$ cat src/rtl/fifo_reader_pkg.sv
// fifo_reader shared types and constants.
// Imported by the interface, skid buffer and top.
`timescale 1ns/1ps
package fifo_reader_pkg;

  typedef enum logic [1:0] {
    ST_IDLE = 2'd0,
    ST_RUN  = 2'd1,
    ST_DONE = 2'd2
  } state_t;

  localparam int SKID_DEPTH      = 2;
  localparam int STALL_CNT_WIDTH = 16;

endpackage

$ cat src/rtl/fifo_reader_if.sv
// FIFO-side, control and stream signals of fifo_reader.
// master = environment side, slave = fifo_reader side.
`timescale 1ns/1ps
interface fifo_reader_if #(
  parameter int DATA_WIDTH = 8,
  parameter int LEN_WIDTH  = 8
);
  import fifo_reader_pkg::*;

  logic                       start;
  logic [LEN_WIDTH-1:0]       len;
  logic                       busy;
  logic                       done;
  logic                       fifo_rden;
  logic [DATA_WIDTH-1:0]      fifo_rdata;
  logic                       fifo_empty;
  logic                       out_valid;
  logic [DATA_WIDTH-1:0]      out_data;
  logic                       out_ready;
  logic [STALL_CNT_WIDTH-1:0] stall_cycles;

  modport master (
    output start, len, fifo_rdata,
    output fifo_empty, out_ready,
    input  busy, done, fifo_rden,
    input  out_valid, out_data,
    input  stall_cycles
  );

  modport slave (
    input  start, len, fifo_rdata,
    input  fifo_empty, out_ready,
    output busy, done, fifo_rden,
    output out_valid, out_data,
    output stall_cycles
  );

endinterface

$ cat src/rtl/fifo_reader_skid.sv
// Two-entry in-order skid buffer behind the FIFO read port.
// Simultaneous write and pop leave the occupancy unchanged.
`timescale 1ns/1ps
module fifo_reader_skid
  import fifo_reader_pkg::*;
#(
  parameter int DATA_WIDTH = 8
) (
  input  logic                  clk,
  input  logic                  rst,
  input  logic                  wr_en,
  input  logic [DATA_WIDTH-1:0] wr_data,
  input  logic                  pop,
  output logic [1:0]            occ,
  output logic [DATA_WIDTH-1:0] head
);

  logic [DATA_WIDTH-1:0] mem [SKID_DEPTH];
  logic                  wr_ptr;
  logic                  rd_ptr;

  always_ff @(posedge clk or posedge rst) begin
    if (rst) begin
      for (int i = 0; i < SKID_DEPTH; i++)
        mem[i] <= '0;
      wr_ptr <= 1'b0;
      rd_ptr <= 1'b0;
      occ    <= 2'd0;
    end else begin
      if (wr_en) begin
        mem[wr_ptr] <= wr_data;
        wr_ptr      <= ~wr_ptr;
      end
      if (pop)
        rd_ptr <= ~rd_ptr;
      unique case ({wr_en, pop})
        2'b10:   occ <= occ + 2'd1;
        2'b01:   occ <= occ - 2'd1;
        default: occ <= occ;
      endcase
    end
  end

  assign head = mem[rd_ptr];

  // A write into a full buffer without a pop means the rden gate is broken.
  a_no_overflow: assert property (
    @(posedge clk) disable iff (rst)
    !(wr_en && !pop && occ == 2'd2)
  );

endmodule

$ cat src/rtl/fifo_reader.sv
// Burst read controller: pops len FIFO words onto a valid/ready stream.
// Build with FIFO_READER_STATS_EN to enable the stall_cycles counter.
`timescale 1ns/1ps
module fifo_reader
  import fifo_reader_pkg::*;
#(
  parameter int DATA_WIDTH = 8,
  parameter int LEN_WIDTH  = 8
) (
  input logic          clk,
  input logic          rst,
  fifo_reader_if.slave bus
);

  localparam logic [1:0] IDLE = ST_IDLE;
  localparam logic [1:0] RUN  = ST_RUN;
  localparam logic [1:0] DONE = ST_DONE;

  localparam logic [LEN_WIDTH:0] ONE =
    (LEN_WIDTH+1)'(1);

  logic [1:0]            state;
  logic [1:0]            state_nx;
  logic [LEN_WIDTH:0]    len_q;
  logic [LEN_WIDTH:0]    issued;
  logic [LEN_WIDTH:0]    delivered;
  logic                  inflight;
  logic [1:0]            occ;
  logic [DATA_WIDTH-1:0] head;
  logic                  accept;
  logic                  pop;
  logic                  rden;
  logic                  last;
  logic [2:0]            fill;

  assign accept = (state == IDLE) && bus.start;
  assign pop    = bus.out_valid && bus.out_ready;

  // Occupancy the buffer will hold next cycle if nothing new is popped.
  assign fill = {1'b0, occ}
              + {2'b00, inflight}
              - {2'b00, pop};

  assign rden = (state == RUN)
             && !bus.fifo_empty
             && (issued < len_q)
             && (fill < 3'd2);

  assign last = pop && (delivered + ONE == len_q);

  always_comb begin
    state_nx = state;
    unique case (state)
      IDLE: if (bus.start)
              state_nx = (bus.len == '0) ? DONE : RUN;
      RUN:  if (last)
              state_nx = DONE;
      DONE: state_nx = IDLE;
      default: state_nx = IDLE;
    endcase
  end

  always_ff @(posedge clk or posedge rst) begin
    if (rst) begin
      state     <= IDLE;
      len_q     <= '0;
      issued    <= '0;
      delivered <= '0;
      inflight  <= 1'b0;
    end else begin
      state    <= state_nx;
      inflight <= rden;
      if (accept) begin
        len_q     <= {1'b0, bus.len};
        issued    <= '0;
        delivered <= '0;
      end else begin
        if (rden)
          issued <= issued + ONE;
        if (pop)
          delivered <= delivered + ONE;
      end
    end
  end

  fifo_reader_skid #(
    .DATA_WIDTH (DATA_WIDTH)
  ) u_skid (
    .clk     (clk),
    .rst     (rst),
    .wr_en   (inflight),
    .wr_data (bus.fifo_rdata),
    .pop     (pop),
    .occ     (occ),
    .head    (head)
  );

  assign bus.fifo_rden = rden;
  assign bus.out_valid = (occ != 2'd0);
  assign bus.out_data  = head;
  assign bus.busy      = (state != IDLE);
  assign bus.done      = (state == DONE);

`ifdef FIFO_READER_STATS_EN
  logic [STALL_CNT_WIDTH-1:0] stall_q;

  always_ff @(posedge clk or posedge rst) begin
    if (rst)
      stall_q <= '0;
    else if (accept)
      stall_q <= '0;
    else if ((state == RUN) && bus.out_valid
             && !bus.out_ready && (stall_q != '1))
      stall_q <= stall_q + 1'b1;
  end

  assign bus.stall_cycles = stall_q;
`else
  assign bus.stall_cycles = '0;
`endif

endmodule

$ cat src/flat_wrapper.sv
// flat-port wrapper written by rule: the top's interface ports become plain ports
module fifo_reader_flat import fifo_reader_pkg::*;
#(
  parameter int DATA_WIDTH = 8,
  parameter int LEN_WIDTH  = 8
)
  (clk, rst, bus_start, bus_len, bus_fifo_rdata, bus_fifo_empty, bus_out_ready, bus_busy, bus_done, bus_fifo_rden, bus_out_valid, bus_out_data, bus_stall_cycles);
  fifo_reader_if #(.DATA_WIDTH(DATA_WIDTH), .LEN_WIDTH(LEN_WIDTH)) bus_i ();
  input logic clk;
  input logic rst;
  input wire logic [$bits(bus_i.start)-1:0] bus_start;
  input wire logic [$bits(bus_i.len)-1:0] bus_len;
  input wire logic [$bits(bus_i.fifo_rdata)-1:0] bus_fifo_rdata;
  input wire logic [$bits(bus_i.fifo_empty)-1:0] bus_fifo_empty;
  input wire logic [$bits(bus_i.out_ready)-1:0] bus_out_ready;
  output wire logic [$bits(bus_i.busy)-1:0] bus_busy;
  output wire logic [$bits(bus_i.done)-1:0] bus_done;
  output wire logic [$bits(bus_i.fifo_rden)-1:0] bus_fifo_rden;
  output wire logic [$bits(bus_i.out_valid)-1:0] bus_out_valid;
  output wire logic [$bits(bus_i.out_data)-1:0] bus_out_data;
  output wire logic [$bits(bus_i.stall_cycles)-1:0] bus_stall_cycles;
  assign bus_i.start = bus_start;
  assign bus_i.len = bus_len;
  assign bus_i.fifo_rdata = bus_fifo_rdata;
  assign bus_i.fifo_empty = bus_fifo_empty;
  assign bus_i.out_ready = bus_out_ready;
  assign bus_busy = bus_i.busy;
  assign bus_done = bus_i.done;
  assign bus_fifo_rden = bus_i.fifo_rden;
  assign bus_out_valid = bus_i.out_valid;
  assign bus_out_data = bus_i.out_data;
  assign bus_stall_cycles = bus_i.stall_cycles;
  fifo_reader #(.DATA_WIDTH(DATA_WIDTH), .LEN_WIDTH(LEN_WIDTH)) u_core (.clk(clk), .rst(rst), .bus(bus_i));
endmodule
$ cat config.mk
export PLATFORM = sky130hd
export DESIGN_NAME = fifo_reader_flat
export DESIGN_NICKNAME = d
export VERILOG_FILES = /design/src/rtl/fifo_reader_pkg.sv /design/src/rtl/fifo_reader_if.sv /design/src/rtl/fifo_reader_skid.sv /design/src/rtl/fifo_reader.sv /design/src/flat_wrapper.sv
export SDC_FILE = /design/constraint.sdc
export NUM_CORES = 1
export LEC_CHECK = 0
export CORE_MARGIN = 4
export CORE_UTILIZATION = 48
export CTS_BUF_LIST = sky130_fd_sc_hd__clkbuf_16
export DETAILED_ROUTE_END_ITERATION = 10
export GPL_ROUTABILITY_DRIVEN = 0
export MAX_ROUTING_LAYER = met4
export PLACE_DENSITY_LB_ADDON = 0.2
export SYNTH_ARGS = -nofsm -noshare
export SYNTH_HDL_FRONTEND = slang
export SYNTH_SLANG_ARGS = --single-unit
$ cat constraint.sdc
create_clock -name clk -period 3.4 [get_ports clk]
set_input_delay 0.51 -clock clk [delete_from_list [all_inputs] [get_ports clk]]
set_output_delay 0.51 -clock clk [all_outputs]
set_load 0.02 [all_outputs]
After elaboration in Yosys (flattened, before gate mapping)
Cells that the tools add are included.
W data, S select, Z words.

storage, ports and cells
  logic and storage cells = 63
  output and inout port bits = 28
  flip-flop bits (word level) = 49
  bits of input ports = 21

cells by class
  bitwise operators = 4
  $lt $le $gt $ge = 5
  reductions and logical operators = 16
  equality and inequality tests = 7
  $add $sub $neg = 6
  mux-type cells = 15

operator list
  kind                   number
  $mux W9                4
  $mux W8                4
  $add A9 B1 Y9 const B  2
  $bwmux W16             1
  $reduce_bool A2 Y1     5
  $eq A9 B8 Y1           1
  $lt A9 B8 Y1           1
  $demux W8 S1           1
  $logic_not A8 Y1       1
  $pmux W2 S2            2
  $logic_and A1 B1 Y1    7
  $mux W2                3
  $eq A2 B1 Y1 const B   2
  $eq A2 B2 Y1 const B   2
  $ge A2 B2 Y1 const B   2
  $not A1 Y2             2
  $add A2 B1 Y3          1
  $lt A3 B2 Y1 const B   1
  $sub A3 B1 Y3          1
  $add A2 B1 Y2 const B  1
  $logic_not A2 Y1       1
  $lt A2 B1 Y1 const B   1
  $ne A2 B1 Y1 const B   1
  $ne A2 B2 Y1 const B   1
  4 further kinds        5

Depth between registers and ports, before layout
  depth in word-level cells = 7
  mapped depth = 12
  gate-level depth less buffers = 12

Modules after synthesis
A second synthesis with hierarchy kept.

second synthesis, totals
  cell total of the unflattened synthesis = 277
  area total of the unflattened synthesis = 2819.0 sq um

modules (own cells, without submodules)
  module            times used  seq. area each (sq um)  cells an instance  area an instance (sq um)
  fifo_reader       1           725.7                   220                1921.8
  fifo_reader_skid  1           500.5                   57                 897.1

Worst setup path after synthesis
Ideal clock, no wire load.

  kind = reg-to-reg
  start point = register u_core.u_skid.occ[1]
  end point = register u_core.issued[5]
  arrival time = 3.615 ns
  required time = 3.273 ns
  clock period less this slack = 3.743 ns
  cell stages (with the launch flop) = 13
  library setup time = 0.127 ns
  path buffers = 0
  setup slack = -0.343 ns
  cell sequence = dfrtp_1 -> or2_2 -> nand2_1 -> clkinv_1 -> ha_1 -> nand2b_1 -> fa_1 -> or4b_1 -> nor3_2 -> o21ai_2 -> a21oi_4 -> nand4_1 -> mux2_1

between the ends
  longest elaborated chain between the ends = 6
  elaborated cells on any way between the ends = 7
  classes of those cells = add/sub (2); order compare (1); reduce/logical (4)

RTL lines
  what                                 RTL line                text
  start: declaration                   fifo_reader_skid.sv:14  output logic [1:0] occ,
  start signal: assignment             fifo_reader_skid.sv:37  2'b10: occ <= occ + 2'd1;
  start signal: assignment             fifo_reader_skid.sv:38  2'b01: occ <= occ - 2'd1;
  $reduce_bool A2 Y1                   fifo_reader.sv:99       assign bus.out_valid = (occ != 2'd0);
  net bus_out_valid                    flat_wrapper.sv:19      output wire logic [$bits(bus_i.out_valid)-1:0] bus_out_valid;
  $logic_and A1 B1 Y1                  fifo_reader.sv:37       assign pop = bus.out_valid && bus.out_ready;
  net u_core.pop                       fifo_reader.sv:31       logic pop;
  $sub A3 B1 Y3                        fifo_reader.sv:42       - {2'b00, pop};
  $lt A3 B2 Y1                         fifo_reader.sv:47       && (fill < 3'd2);
  $logic_and A1 B1 Y1                  fifo_reader.sv:47
  net bus_fifo_rden                    flat_wrapper.sv:18      output wire logic [$bits(bus_i.fifo_rden)-1:0] bus_fifo_rden;
  $reduce_bool A2 Y1 (no source line)  n/a
  end signal: assignment               fifo_reader.sv:79       issued <= issued + ONE;
  end: declaration                     fifo_reader.sv:25       logic [LEN_WIDTH:0] issued;

The timed path passes the listed nets, and every way through them passes these cells.
A chain may end at the register's enable or synchronous reset.

Worst setup path in the final report
  start point = register u_core.u_skid.occ[0]
  end point = output port bus_fifo_rden

between the ends
  longest elaborated chain between the ends = 5
  elaborated cells on any way between the ends = 6
  classes of those cells = add/sub (2); order compare (1); reduce/logical (3)

RTL lines
  what                 RTL line
  $reduce_bool A2 Y1   fifo_reader.sv:99
  $logic_and A1 B1 Y1  fifo_reader.sv:37
  net u_core.pop       fifo_reader.sv:31
  $sub A3 B1 Y3        fifo_reader.sv:42
  $lt A3 B2 Y1         fifo_reader.sv:47
  $logic_and A1 B1 Y1  fifo_reader.sv:47
  end: declaration     flat_wrapper.sv:18

The timed path passes the listed nets, and every way through them passes these cells.

==> summary.txt <==
Route
  – DRC viols: 0
  – Drt pass-1 iters: 4
  – Antenna violation net count after detailed routing: 0
  – Routed Wire Length: roughly 5500 µm
  – Total number of vias: 2002
  – Avg Vias per Cell: ~5.2
  – DRT iter0 DRCs: 57
  – WL per Instance: 14.2 µm

Yosys
  – Post-synth EDFFs: 0
  – Seq/Total Area, Yosys: 0.441
  – Synth warn: 0
  – Async SR Flop Fraction: 1.00
  – FF+latch count, synth: around 50
  – Synth area leader: dfrtp_1
  – Synth unique cells: 43
  – Post-synth design cell area: between 2000 and 3000 µm²
  – Most common cell in the netlist: dfrtp_1
  – Syn Area/Cell: around 10 µm²
  – Post-synth top area share: 0.441
  – Top_reg_cell synth: dfrtp_1
  – Area contributors post-synth: dfrtp_1, mux2_2, ha_1
  – Cells after Synth: 271
  – Most frequent cells after synthesis: dfrtp_1, mux2_2, nor2_1

STA
  – Fin. Hold Viols: 0
  – F_max: ~0.3 GHz
  – Skew final: between 0.006 and 0.007 ns
  – Setup ws final: around 0.023 ns
  – Slew @ Worst Pin: between 1 and 1.5 ns
  – Pins Over Slew Limit: 0
  – Tcrit/Tclk final: 0.993
  – Fin crit period: roughly 3.4 ns
  – Slew margin rel.: 0.327
  – Setup violators final: 0
  – RSZ-0062 raised after global routing: true

GRT
  – Met3 Use GR: 0.0267
  – Largest net degree at the start of global routing: 50
  – Total global-route track usage: 0.174
  – Total gr overflow: 0
  – Global route hottest layer: met2
  – Met1 usage: 0.221
  – Initial antenna violation count: 0
  – Number of global-route vias before repair: 2074
  – First-pass GRT wire length: roughly 10000 µm
  – GR Util met2: 0.277

Pwr
  – Flop pwr share: 0.351
  – Cell-internal power: between 1.5 and 2 mW
  – Overall Power: 2.82 mW
  – Max VDD drop: slightly below 0.0004 V
  – Switching part of the total: 0.371
  – P_leak: ~1.5 nW
  – Switching pwr: 1.05 mW
  – PD cells: between 800 and 900 nW/µm²
  – Comb power frac: 0.472
  – Clock power frac: 0.177

Layout
  – Non-Filler Instances: approximately 380
  – Nets: approximately 340
  – Layout cell share with drive strength beyond 1: 0.192
  – Antenna cells: 0
  – Area growth syn-to-layout: 22.0%
  – Final Cell Area: roughly 3400 µm²

CTS
  – Clock sink total: 49
  – Clock Tree Buf Depth: 2
  – H-tree depth: 2
  – Worst skew pair latency: slightly below 0.3 ns
  – Worst-path clk slew: 0.07 ns
  – CTS tree: yes
  – Num CTS Buffers: 5
  – Root Driver: clkbuf_16

Die
  – Row cnt: 27
  – Die Y-Extent: 84.1 µm
  – Die W: 84.1 µm
  – Initial core utilization: 0.499
  – Core area: around 5600 µm²
  – Die ar.: ~7100 µm²
  – IO Pins: 49

Critical path
  – WP data arrival: between 2 and 3 ns
  – Critical path startpoint category: flop
  – Setup crit end kind: primary output
  – Worst-path maximum fanout: 2
  – CP Data Required Time: approximately 2.9 ns
  – Critical path type: flop to primary output

Placement
  – Dpl cells: approximately 370
  – HPWL after DPL: roughly 3900 µm
  – Post-DP Area: 3170 µm²
  – IO Port Bufs: 32
  – Pre-CTS setup slack: -0.593 ns

Status
  – Status: complete, no violations

Flow run
  – Max-cap viol count: 0

Worst hold path
  – Worst Hold Class: flop to flop
## registers in the layout (all words and copies together) (netlist names)
register              flops
u_core.inflight           1
u_core.u_skid.wr_ptr      1
u_core.state              2
u_core.u_skid.occ         2
u_core.delivered          9
u_core.issued             9
u_core.len_q              8
u_core.u_skid.rd_ptr      1
u_core.u_skid.mem        16
## repair_timing
action	in CTS	in global routing
hold buffers	0	0
pin swaps	5	3
cloned	0	0
setup endpoints to repair	1	4
buffers inserted	3	0
resized for setup	13	1
hold endpoints to repair	0	0
## worst paths after layout
path                                      startpoint                  end  slack, ns  cells past startpoint
worst max-delay path            u_core.u_skid.occ[0]        bus_fifo_rden       0.02                     11
worst min-delay path                 u_core.state[1]      u_core.state[0]       0.47                      1
worst min register to register       u_core.state[1]      u_core.state[0]       0.47                      1
max in group asynchronous                        rst  u_core.delivered[8]       2.00                      2
min in group asynchronous                        rst     u_core.issued[1]       0.78                      2
worst max register to register  u_core.u_skid.occ[0]     u_core.issued[4]       0.22                     13
## metrics by stage
stage,hold slack (ns),util,TNS (ns)
final,0.469,0.609,0
after global routing,0.506,0.609,-0.0730
after CTS,0.478,0.607,-0.0725
after detailed placement,0.474,0.569,-1.50
after global placement,0.454,0.569,-1.37
after floorplan,0.419,-,0
## power groups by stage
stage	logic (mW)	clock network (mW)	registers, mW
2_1_floorplan	0.914	0	0.921
3_5_place_dp	1.25	0	0.997
4_1_cts	1.33	0.510	0.988
5_1_grt	1.48	0.542	1.02
3_3_place_gp	1.23	0	0.989
6_report	1.33	0.498	0.989
## critical path, stage by stage, from the launching register on
cell      delay, ns
dfrtp_1        0.38
or2_4          0.26
nand2_4        0.07
clkinv_4       0.06
ha_4           0.21
nand2b_4       0.14
fa_1           0.48
or4b_4         0.47
nor3_4         0.13
o21ai_2        0.10
a21oi_4        0.14
buf_6          0.14
## cell families (layout without fill, tap and decap cells)
logic type	count (synthesis)	after routing	share of synthesized area
compound gates	33	33	0.0769
xor+xnor	24	24	0.0756
fa+ha+maj	12	12	0.0567
buf+inv	39	65	0.0760
flops	49	49	0.441
mux	30	30	0.121
other cells	1	16	0.00135
simple gates	83	83	0.152
## routing by layer
layer	vias to the layer above	wire length, µm
li1	983	-
met1	975	2420
met2	34	2740
met3	10	162
met4	0	131
met5	-	0
## final cells by class
| class | instances | area, µm² |
|---|---|---|
| Tap cell | 72 | 90.1 |
| Timing Repair Buffer | 45 | 422 |
| Fill cell | 467 | 2180 |
| Inverter | 12 | 50.0 |
| Multi-Input combinational cell | 198 | 1460 |
| Sequential cell | 49 | 1230 |
| Clock inverter | 3 | 25.0 |
| Clock buffer | 5 | 125 |
## cell usage in the layout, fill, tap and decap left out, types with 3 or more instances in the layout
cell,n
a21oi_1,8
and3_1,3
buf_4,12
clkbuf_16,5
clkdlybuf4s50_1,30
conb_1,16
dfrtp_1,49
ha_1,9
inv_1,10
mux2_1,4
mux2_2,25
nand2_1,16
nand2b_1,4
nand3_1,11
nand4_1,9
nor2_1,18
nor2b_1,6
o21ai_0,11
or3_1,3
xnor2_1,10
xor2_1,14
Note: power is estimated with default switching activity, not from simulation.
